==> config.mk <==
export PLATFORM = sky130hd
export DESIGN_NAME = vga_timing_gen
export DESIGN_NICKNAME = d
export VERILOG_FILES = /design/src/rtl/vga_pkg.sv /design/src/rtl/vga_delay_line.sv /design/src/rtl/vga_timing_gen.sv
export SDC_FILE = /design/constraint.sdc
export NUM_CORES = 1
export LEC_CHECK = 0
export CAP_MARGIN = 25
export CORE_MARGIN = 5
export CORE_UTILIZATION = 45
export CTS_CLUSTER_SIZE = 8
export DETAILED_ROUTE_END_ITERATION = 7
export GPL_TIMING_DRIVEN = 1
export PLACE_DENSITY = 0.75
export SLEW_MARGIN = 20
export SYNTH_ARGS = -nofsm -noshare
export SYNTH_HDL_FRONTEND = slang
export SYNTH_SLANG_ARGS = --single-unit
==> constraint.sdc <==
create_clock -name vga_clk -period 2.6 [get_ports vga_clk]
set_clock_uncertainty 0.05 [all_clocks]
set_input_delay 0.39 -clock vga_clk [delete_from_list [all_inputs] [get_ports vga_clk]]
set_output_delay 0.39 -clock vga_clk [all_outputs]
set_load 0.005 [all_outputs]
==> src/rtl/vga_pkg.sv <==
// ============================================================================
// Module   : vga_pkg
// Purpose  : Shared VGA timing types, mode presets and helpers.
// Revision : 1.0 - initial release
// ============================================================================
`default_nettype none

package vga_pkg;

  typedef struct packed {
    int unsigned active;
    int unsigned fp;
    int unsigned sync;
    int unsigned bp;
  } vga_timing_t;

  typedef struct packed {
    vga_timing_t h;
    vga_timing_t v;
  } vga_mode_t;

  typedef struct packed {
    logic [7:0] r;
    logic [7:0] g;
    logic [7:0] b;
  } rgb_t;

  localparam vga_mode_t VGA_640x480_60 = '{
    h: '{active: 640, fp: 16, sync: 96,  bp: 48},
    v: '{active: 480, fp: 10, sync: 2,   bp: 33}
  };

  localparam vga_mode_t SVGA_800x600_60 = '{
    h: '{active: 800, fp: 40, sync: 128, bp: 88},
    v: '{active: 600, fp: 1,  sync: 4,   bp: 23}
  };

  function automatic int unsigned timing_total(input vga_timing_t t);
    return t.active + t.fp + t.sync + t.bp;
  endfunction

endpackage

`default_nettype wire

==> src/rtl/vga_delay_line.sv <==
// ============================================================================
// Module   : vga_delay_line
// Purpose  : WIDTH x DEPTH shift register with synchronous clear; DEPTH 0 is a wire.
// Revision : 1.0 - initial release
// ============================================================================
`default_nettype none

module vga_delay_line #(
  parameter int unsigned WIDTH = 1,
  parameter int unsigned DEPTH = 1
) (
  input  logic             vga_clk,
  input  logic             clr,
  input  logic [WIDTH-1:0] d,
  output logic [WIDTH-1:0] q
);

  if (DEPTH == 0) begin : g_wire
    logic w_unused;
    assign w_unused = vga_clk ^ clr;
    assign q        = d;
  end else begin : g_pipe
    logic [WIDTH-1:0] r_stage [DEPTH];

    always_ff @(posedge vga_clk) begin
      if (clr) begin
        for (int i = 0; i < int'(DEPTH); i++) begin
          r_stage[i] <= '0;
        end
      end else begin
        r_stage[0] <= d;
        for (int i = 1; i < int'(DEPTH); i++) begin
          r_stage[i] <= r_stage[i-1];
        end
      end
    end

    assign q = r_stage[DEPTH-1];
  end

endmodule

`default_nettype wire

==> src/rtl/vga_timing_gen.sv <==
// ============================================================================
// Module   : vga_timing_gen
// Purpose  : Parametrised VGA raster timing with pixel-fetch port and
//            latency-aligned registered DAC outputs.
// Revision : 1.0 - initial release
// ============================================================================
`default_nettype none

module vga_timing_gen
  import vga_pkg::*;
#(
  parameter int unsigned H_ACTIVE    = VGA_640x480_60.h.active,
  parameter int unsigned H_FP        = VGA_640x480_60.h.fp,
  parameter int unsigned H_SYNC      = VGA_640x480_60.h.sync,
  parameter int unsigned H_BP        = VGA_640x480_60.h.bp,
  parameter int unsigned V_ACTIVE    = VGA_640x480_60.v.active,
  parameter int unsigned V_FP        = VGA_640x480_60.v.fp,
  parameter int unsigned V_SYNC      = VGA_640x480_60.v.sync,
  parameter int unsigned V_BP        = VGA_640x480_60.v.bp,
  parameter bit          HS_POL      = 1'b0,
  parameter bit          VS_POL      = 1'b0,
  parameter int unsigned PIX_LATENCY = 2,
  parameter int unsigned COORD_W     = 12,
  parameter int unsigned COLOR_W     = 8
) (
  input  logic               vga_clk,
  input  logic               rst_n,
  input  logic               en,
  output logic [COORD_W-1:0] pix_x,
  output logic [COORD_W-1:0] pix_y,
  output logic               pix_req,
  input  logic [COLOR_W-1:0] pix_r,
  input  logic [COLOR_W-1:0] pix_g,
  input  logic [COLOR_W-1:0] pix_b,
  output logic [COLOR_W-1:0] vga_r,
  output logic [COLOR_W-1:0] vga_g,
  output logic [COLOR_W-1:0] vga_b,
  output logic               vga_hs,
  output logic               vga_vs,
  output logic               vga_blank_n,
  output logic               vga_sync_n,
  output logic               vga_clk_out,
  output logic               line_start,
  output logic               frame_start,
  output logic [15:0]        frame_count
);

  localparam vga_timing_t c_h_tim = '{active: H_ACTIVE, fp: H_FP, sync: H_SYNC, bp: H_BP};
  localparam vga_timing_t c_v_tim = '{active: V_ACTIVE, fp: V_FP, sync: V_SYNC, bp: V_BP};
  localparam int unsigned c_h_total = timing_total(c_h_tim);
  localparam int unsigned c_v_total = timing_total(c_v_tim);

  localparam logic [COORD_W-1:0] c_h_last   = COORD_W'(c_h_total - 1);
  localparam logic [COORD_W-1:0] c_v_last   = COORD_W'(c_v_total - 1);
  localparam logic [COORD_W-1:0] c_h_act    = COORD_W'(H_ACTIVE);
  localparam logic [COORD_W-1:0] c_v_act    = COORD_W'(V_ACTIVE);
  localparam logic [COORD_W-1:0] c_hs_first = COORD_W'(H_ACTIVE + H_FP);
  localparam logic [COORD_W-1:0] c_hs_last  = COORD_W'(H_ACTIVE + H_FP + H_SYNC - 1);
  localparam logic [COORD_W-1:0] c_vs_first = COORD_W'(V_ACTIVE + V_FP);
  localparam logic [COORD_W-1:0] c_vs_last  = COORD_W'(V_ACTIVE + V_FP + V_SYNC - 1);

  if (H_FP < 1 || H_SYNC < 1 || H_BP < 1 || V_FP < 1 || V_SYNC < 1 || V_BP < 1) begin : g_bad_porch
    $error("vga_timing_gen: every porch and sync width must be at least 1");
  end
  if (PIX_LATENCY > 4) begin : g_bad_latency
    $error("vga_timing_gen: PIX_LATENCY must be in 0..4");
  end
  if (c_h_total >= 2**COORD_W || c_v_total >= 2**COORD_W) begin : g_bad_width
    $error("vga_timing_gen: line/frame totals do not fit in COORD_W");
  end

  logic               w_run;
  logic               w_h_end;
  logic               w_v_end;
  logic               w_hs;
  logic               w_vs;
  logic [2:0]         w_dly;
  logic [COORD_W-1:0] r_h;
  logic [COORD_W-1:0] r_v;
  logic [15:0]        r_frame_count;

  // en low is treated exactly like reset so a PLL losing lock restarts cleanly
  assign w_run   = rst_n & en;
  assign w_h_end = (r_h == c_h_last);
  assign w_v_end = (r_v == c_v_last);

  always_ff @(posedge vga_clk) begin
    if (!w_run) begin
      r_h           <= '0;
      r_v           <= '0;
      r_frame_count <= '0;
    end else if (w_h_end) begin
      r_h <= '0;
      if (w_v_end) begin
        r_v           <= '0;
        r_frame_count <= r_frame_count + 16'd1;
      end else begin
        r_v <= r_v + 1'b1;
      end
    end else begin
      r_h <= r_h + 1'b1;
    end
  end

  assign pix_x       = r_h;
  assign pix_y       = r_v;
  assign pix_req     = (r_h < c_h_act) && (r_v < c_v_act);
  assign frame_count = r_frame_count;
  assign line_start  = w_run && (r_h == '0);
  assign frame_start = line_start && (r_v == '0);

  assign w_hs = (r_h >= c_hs_first) && (r_h <= c_hs_last);
  assign w_vs = (r_v >= c_vs_first) && (r_v <= c_vs_last);

  // Sync/blank flags travel with the pixel source latency; flags are stored active-high
  vga_delay_line #(
    .WIDTH (3),
    .DEPTH (PIX_LATENCY)
  ) u_sync_dly (
    .vga_clk (vga_clk),
    .clr     (~w_run),
    .d       ({w_hs, w_vs, pix_req}),
    .q       (w_dly)
  );

  always_ff @(posedge vga_clk) begin
    if (!w_run) begin
      vga_r       <= '0;
      vga_g       <= '0;
      vga_b       <= '0;
      vga_blank_n <= 1'b0;
      vga_hs      <= ~HS_POL;
      vga_vs      <= ~VS_POL;
    end else begin
      vga_r       <= w_dly[0] ? pix_r : '0;
      vga_g       <= w_dly[0] ? pix_g : '0;
      vga_b       <= w_dly[0] ? pix_b : '0;
      vga_blank_n <= w_dly[0];
      vga_hs      <= w_dly[2] ? HS_POL : ~HS_POL;
      vga_vs      <= w_dly[1] ? VS_POL : ~VS_POL;
    end
  end

  assign vga_sync_n  = 1'b0;
  assign vga_clk_out = vga_clk;

endmodule

`default_nettype wire
# Word level (Yosys, flattened, before mapping)
# Memories as Yosys holds them, arrays and structs flattened.
# Index checks and enable logic that the tools add are counted.
# totals
input_bits	27
ramBits	6
out_inout_bits	72
wordCells	42
memories	1
ff_bits	67
# mem_list
name	words	width	read_ports	rd_ports_with_merged_regs	wr	line	source
u_sync_dly.g_pipe.r_stage	2	3	2	0	2	vga_delay_line.sv:23	logic [WIDTH-1:0] r_stage [DEPTH];
# op_classes
bitwise_logic	4
eq_ne	2
n_reduce_logical	10
magnitude_cmp	6
muxes	7
addsub	3
# ops
cell	count
12-bit by 1-bit adder with 12-bit output (second input constant)	2
12-bit by 10-bit equality test with 1-bit output (second input constant)	2
12-bit logical NOT	2
16-bit by 1-bit adder with 16-bit output (second input constant)	1
12-bit by 10-bit >= comparator with 1-bit output (second input constant)	1
12-bit by 9-bit >= comparator with 1-bit output (second input constant)	1
12-bit by 10-bit less-or-equal comparator with 1-bit output (second input constant)	1
12-bit by 9-bit less-or-equal comparator with 1-bit output (second input constant)	1
12-bit by 10-bit less-than comparator with 1-bit output (second input constant)	1
12-bit by 9-bit less-than comparator with 1-bit output (second input constant)	1
12-bit two-way mux	1
3-bit two-way mux	2
1-bit logical AND	5
1-bit two-way mux	4
2-bit AND reduction	2
1-bit OR	2
2-bit OR reduction	1
1-bit bitwise AND	1
1-bit inverter	1

# Logic depth before layout (Yosys ltp)
# depth
depth_word	3
depth_mapped	7
mapped_depth_nobuf	6

# Modules after synthesis
# Synthesis repeated with hierarchy kept, for this count alone.
# hier_totals
cells_unflattened	315
hier_area_um2	2886.5
# by_module_without_submodules
module	seq_area_each_um2	cells_per_inst	instances	area_each_um2
vga_timing_gen	1341.3	300	1	2706.3
vga_delay_line	120.1	15	1	180.2

==> results.md <==
* Outcome: completed
* Yosys reg bits at 73
* Max_slew headroom at 57.2%
* Final WL at 8.24 mm
* Core Box Area at 6760 um^2
* M3 GR Usage at 4.26%
* Met2 GRT Util at 30.4%
* Total GRT Usage at 19.2%
* Hold Violations, Final at 0
* EDFF count, synth at 0
* Avg WL per Cell at 15.6 um
* Synthesized area at 3120 um^2
* Post-synth top flop: dfxtp_1
* Gr busiest metal: met2
* Clock latency on the worst-skew pair at 0.45 ns
* Commonest non-fill, non-tap cell in the layout: clkdlybuf4s50_1
* Design area at 4500 um^2
* TritonCTS clock tree: yes
* Max-cap violations at 0
* DR vias at 2,915
* Worst-Margin Slew at 0.642 ns
* Final critical-path required period at 2.50 ns
* Final Max Tran Viols at 0
* Worst-path maximum fanout at 3
* Critical Path Sink Type: primary output
* Utilization of the core after routing at 66.6%
* Crit share post-route at 96.2%
* Row count at 30
* Placed insts at 509
* Mean Syn Cell Area at 9.25 um^2
* Layout cell share with drive strength beyond 1 at 10.7%
* Port bufs at 97
* Ports at 99
* GPL Wtd Cong at 0.863
* Drt pass-1 iters at 4
* FMAX at 0.400 GHz
* Grt total ovfl at 0
* Unrepaired setup endpoints after global routing: no
* Reg-to-reg startpoint: pix_x[0]$_SDFF_PP0_
* Die footprint at 8690 um^2
* Hold WC Path Type: register to register
* Antenna violations before repair at 0
* CP Launch Point: pix_x[8]$_SDFF_PP0_
* Initial DRC count at 151
* Critical path class: register to primary output
* Number of diodes at 0
* DIE WIDTH at 93.2 um
* Reg clk slew, reported paths at 0.09 ns
* Met1 Use GR at 24.2%
* DRT antenna net count at 0
* Worst Path Arrival at 2.06 ns
* Required time of the critical path at 2.16 ns
* Final setup violation count at 0
* Area Growth Syn to Fin at 44.4%
* Worst vdd ir at 0.000281 V
* Ys async rst share at 0%
* Yosys warning total at 0
* Synth Net Count at 369
* Sequential fraction of the synthesis area at 46.9%
* Initial Utilization at 46.1%
* Remaining DRCs at 0
* DP HPWL at 5.87 mm
* Placed inst area at 4200 um^2
* Largest net degree at the start of global routing at 26
* First-pass GRT wire length at 13.2 mm
* Post-synth cell types at 48
* Number of global-route vias before repair at 2,778
* Hold_sp: u_sync_dly.g_pipe.r_stage[0][5]$_SDFF_PN0_
* Lkg Pwr at 1.63 nW
* NumNets Final at 476
* Die Ht at 93.2 um
* Final Non-Filler Cells at 529
* Crit path launch type: register
* Post-route setup TNS at 0 ns
* CTS Hold Bufs at 0
* Commonest cells after routing, fill and taps aside: clkdlybuf4s50_1, dfxtp_1, nand2_1
* Cells after Synth at 337
* Number of vias per cell at 5.51
* PD cells at 530 nW/um^2
[cell families (layout without fill, tap and decap cells)]
family | count (synthesis) | count (layout) | synth area share (%)
flops | 73 | 73 | 46.9
compound gates | 39 | 39 | 8.19
other cells | 1 | 1 | 0.120
simple gates | 171 | 171 | 32.6
fa+ha+maj | 5 | 5 | 2.01
xor+xnor | 11 | 11 | 3.09
buf+inv | 27 | 139 | 3.89
mux | 10 | 10 | 3.21
[stage by stage]
stage	hold slack (ns)	power [mW]	setup WS, ns
final	0.319	2.39	0.0994
after global routing	0.336	2.48	0.0166
after CTS	0.321	2.41	0.0174
after detailed placement	0.302	1.28	-0.234
after global placement	0.297	1.27	-0.208
after floorplan	0.293	1.20	0.749
[synthesized netlist by cell type (3+ instances only)]
| master | count | area (um^2) |
|---|---|---|
| nor4bb_1 | 3 | 30.0 |
| o21ai_1 | 5 | 25.0 |
| nor4_1 | 9 | 56.3 |
| buf_2 | 10 | 50.1 |
| nand3_1 | 14 | 70.1 |
| xor2_1 | 3 | 26.3 |
| nor3_1 | 8 | 40.0 |
| nand4_1 | 5 | 31.3 |
| nor4_2 | 3 | 37.5 |
| a31o_1 | 3 | 26.3 |
| o21ai_0 | 5 | 25.0 |
| a21oi_1 | 10 | 50.1 |
| mux2i_1 | 10 | 100 |
| or3_1 | 6 | 37.5 |
| nand2_1 | 33 | 124 |
| and2_1 | 27 | 169 |
| ha_1 | 5 | 62.6 |
| nor2_1 | 22 | 82.6 |
| nand2b_1 | 10 | 62.6 |
| inv_1 | 8 | 30.0 |
| and4_1 | 5 | 43.8 |
| a31oi_1 | 4 | 25.0 |
| clkbuf_1 | 6 | 22.5 |
| dfxtp_1 | 73 | 1460 |
| and3_1 | 11 | 68.8 |
| xnor2_1 | 8 | 70.1 |
[layer usage]
layer	up-vias	part of all wire [%]
met5	-	0
met4	0	1.7
met3	9	6.1
met2	97	48
met1	1399	44
li1	1410	-
[critical path, stage by stage, from the launching register on]
cell	delay (ns)
dfxtp_1	0.36
nor4_4	0.31
and4_1	0.26
buf_4	0.11
buf_4	0.08
clkdlybuf4s50_1	0.49
[registers in the layout, indices dropped and copies added (netlist names)]
signal,cells
frame_count,16
vga_hs,1
vga_r,8
pix_x,12
vga_g,8
vga_vs,1
vga_blank_n,1
vga_b,8
u_sync_dly.g_pipe.r_stage,6
pix_y,12
[power breakdown]
part / switching [mW] / leakage [nW] / internal [mW]
sequential: 0.00343 / 0.589 / 1.12
clock: 0.489 / 0.140 / 0.676
combinational: 0.0355 / 0.902 / 0.0592
[cell type report]
type	count	area, um^2
inverter	8	30.0
clock buffer	13	175
clock inverter	7	100
timing repair buffer	111	1080
fill	563	2250
multi-input combinational	237	1560
sequential	73	1460
tap	80	100
[worst paths after layout]
kind                                              end  slack (ns)  cells past startpoint
worst min register to register      vga_hs$_SDFF_PN1_        0.32                      1
worst max-delay path                       line_start         0.1                      5
worst min-delay path                vga_hs$_SDFF_PN1_        0.32                      1
worst max register to register  pix_y[7]$_SDFFE_PN0N_        0.45                      5
[what timing repair did]
action                                  in CTS  in global routing
gates cloned                                 0                  0
endpoints found under the setup margin       3                  1
setup buffers                                1                  0
pin swaps                                    2                  3
resized for setup                            5                  4
(Power assumes the default switching activity.)
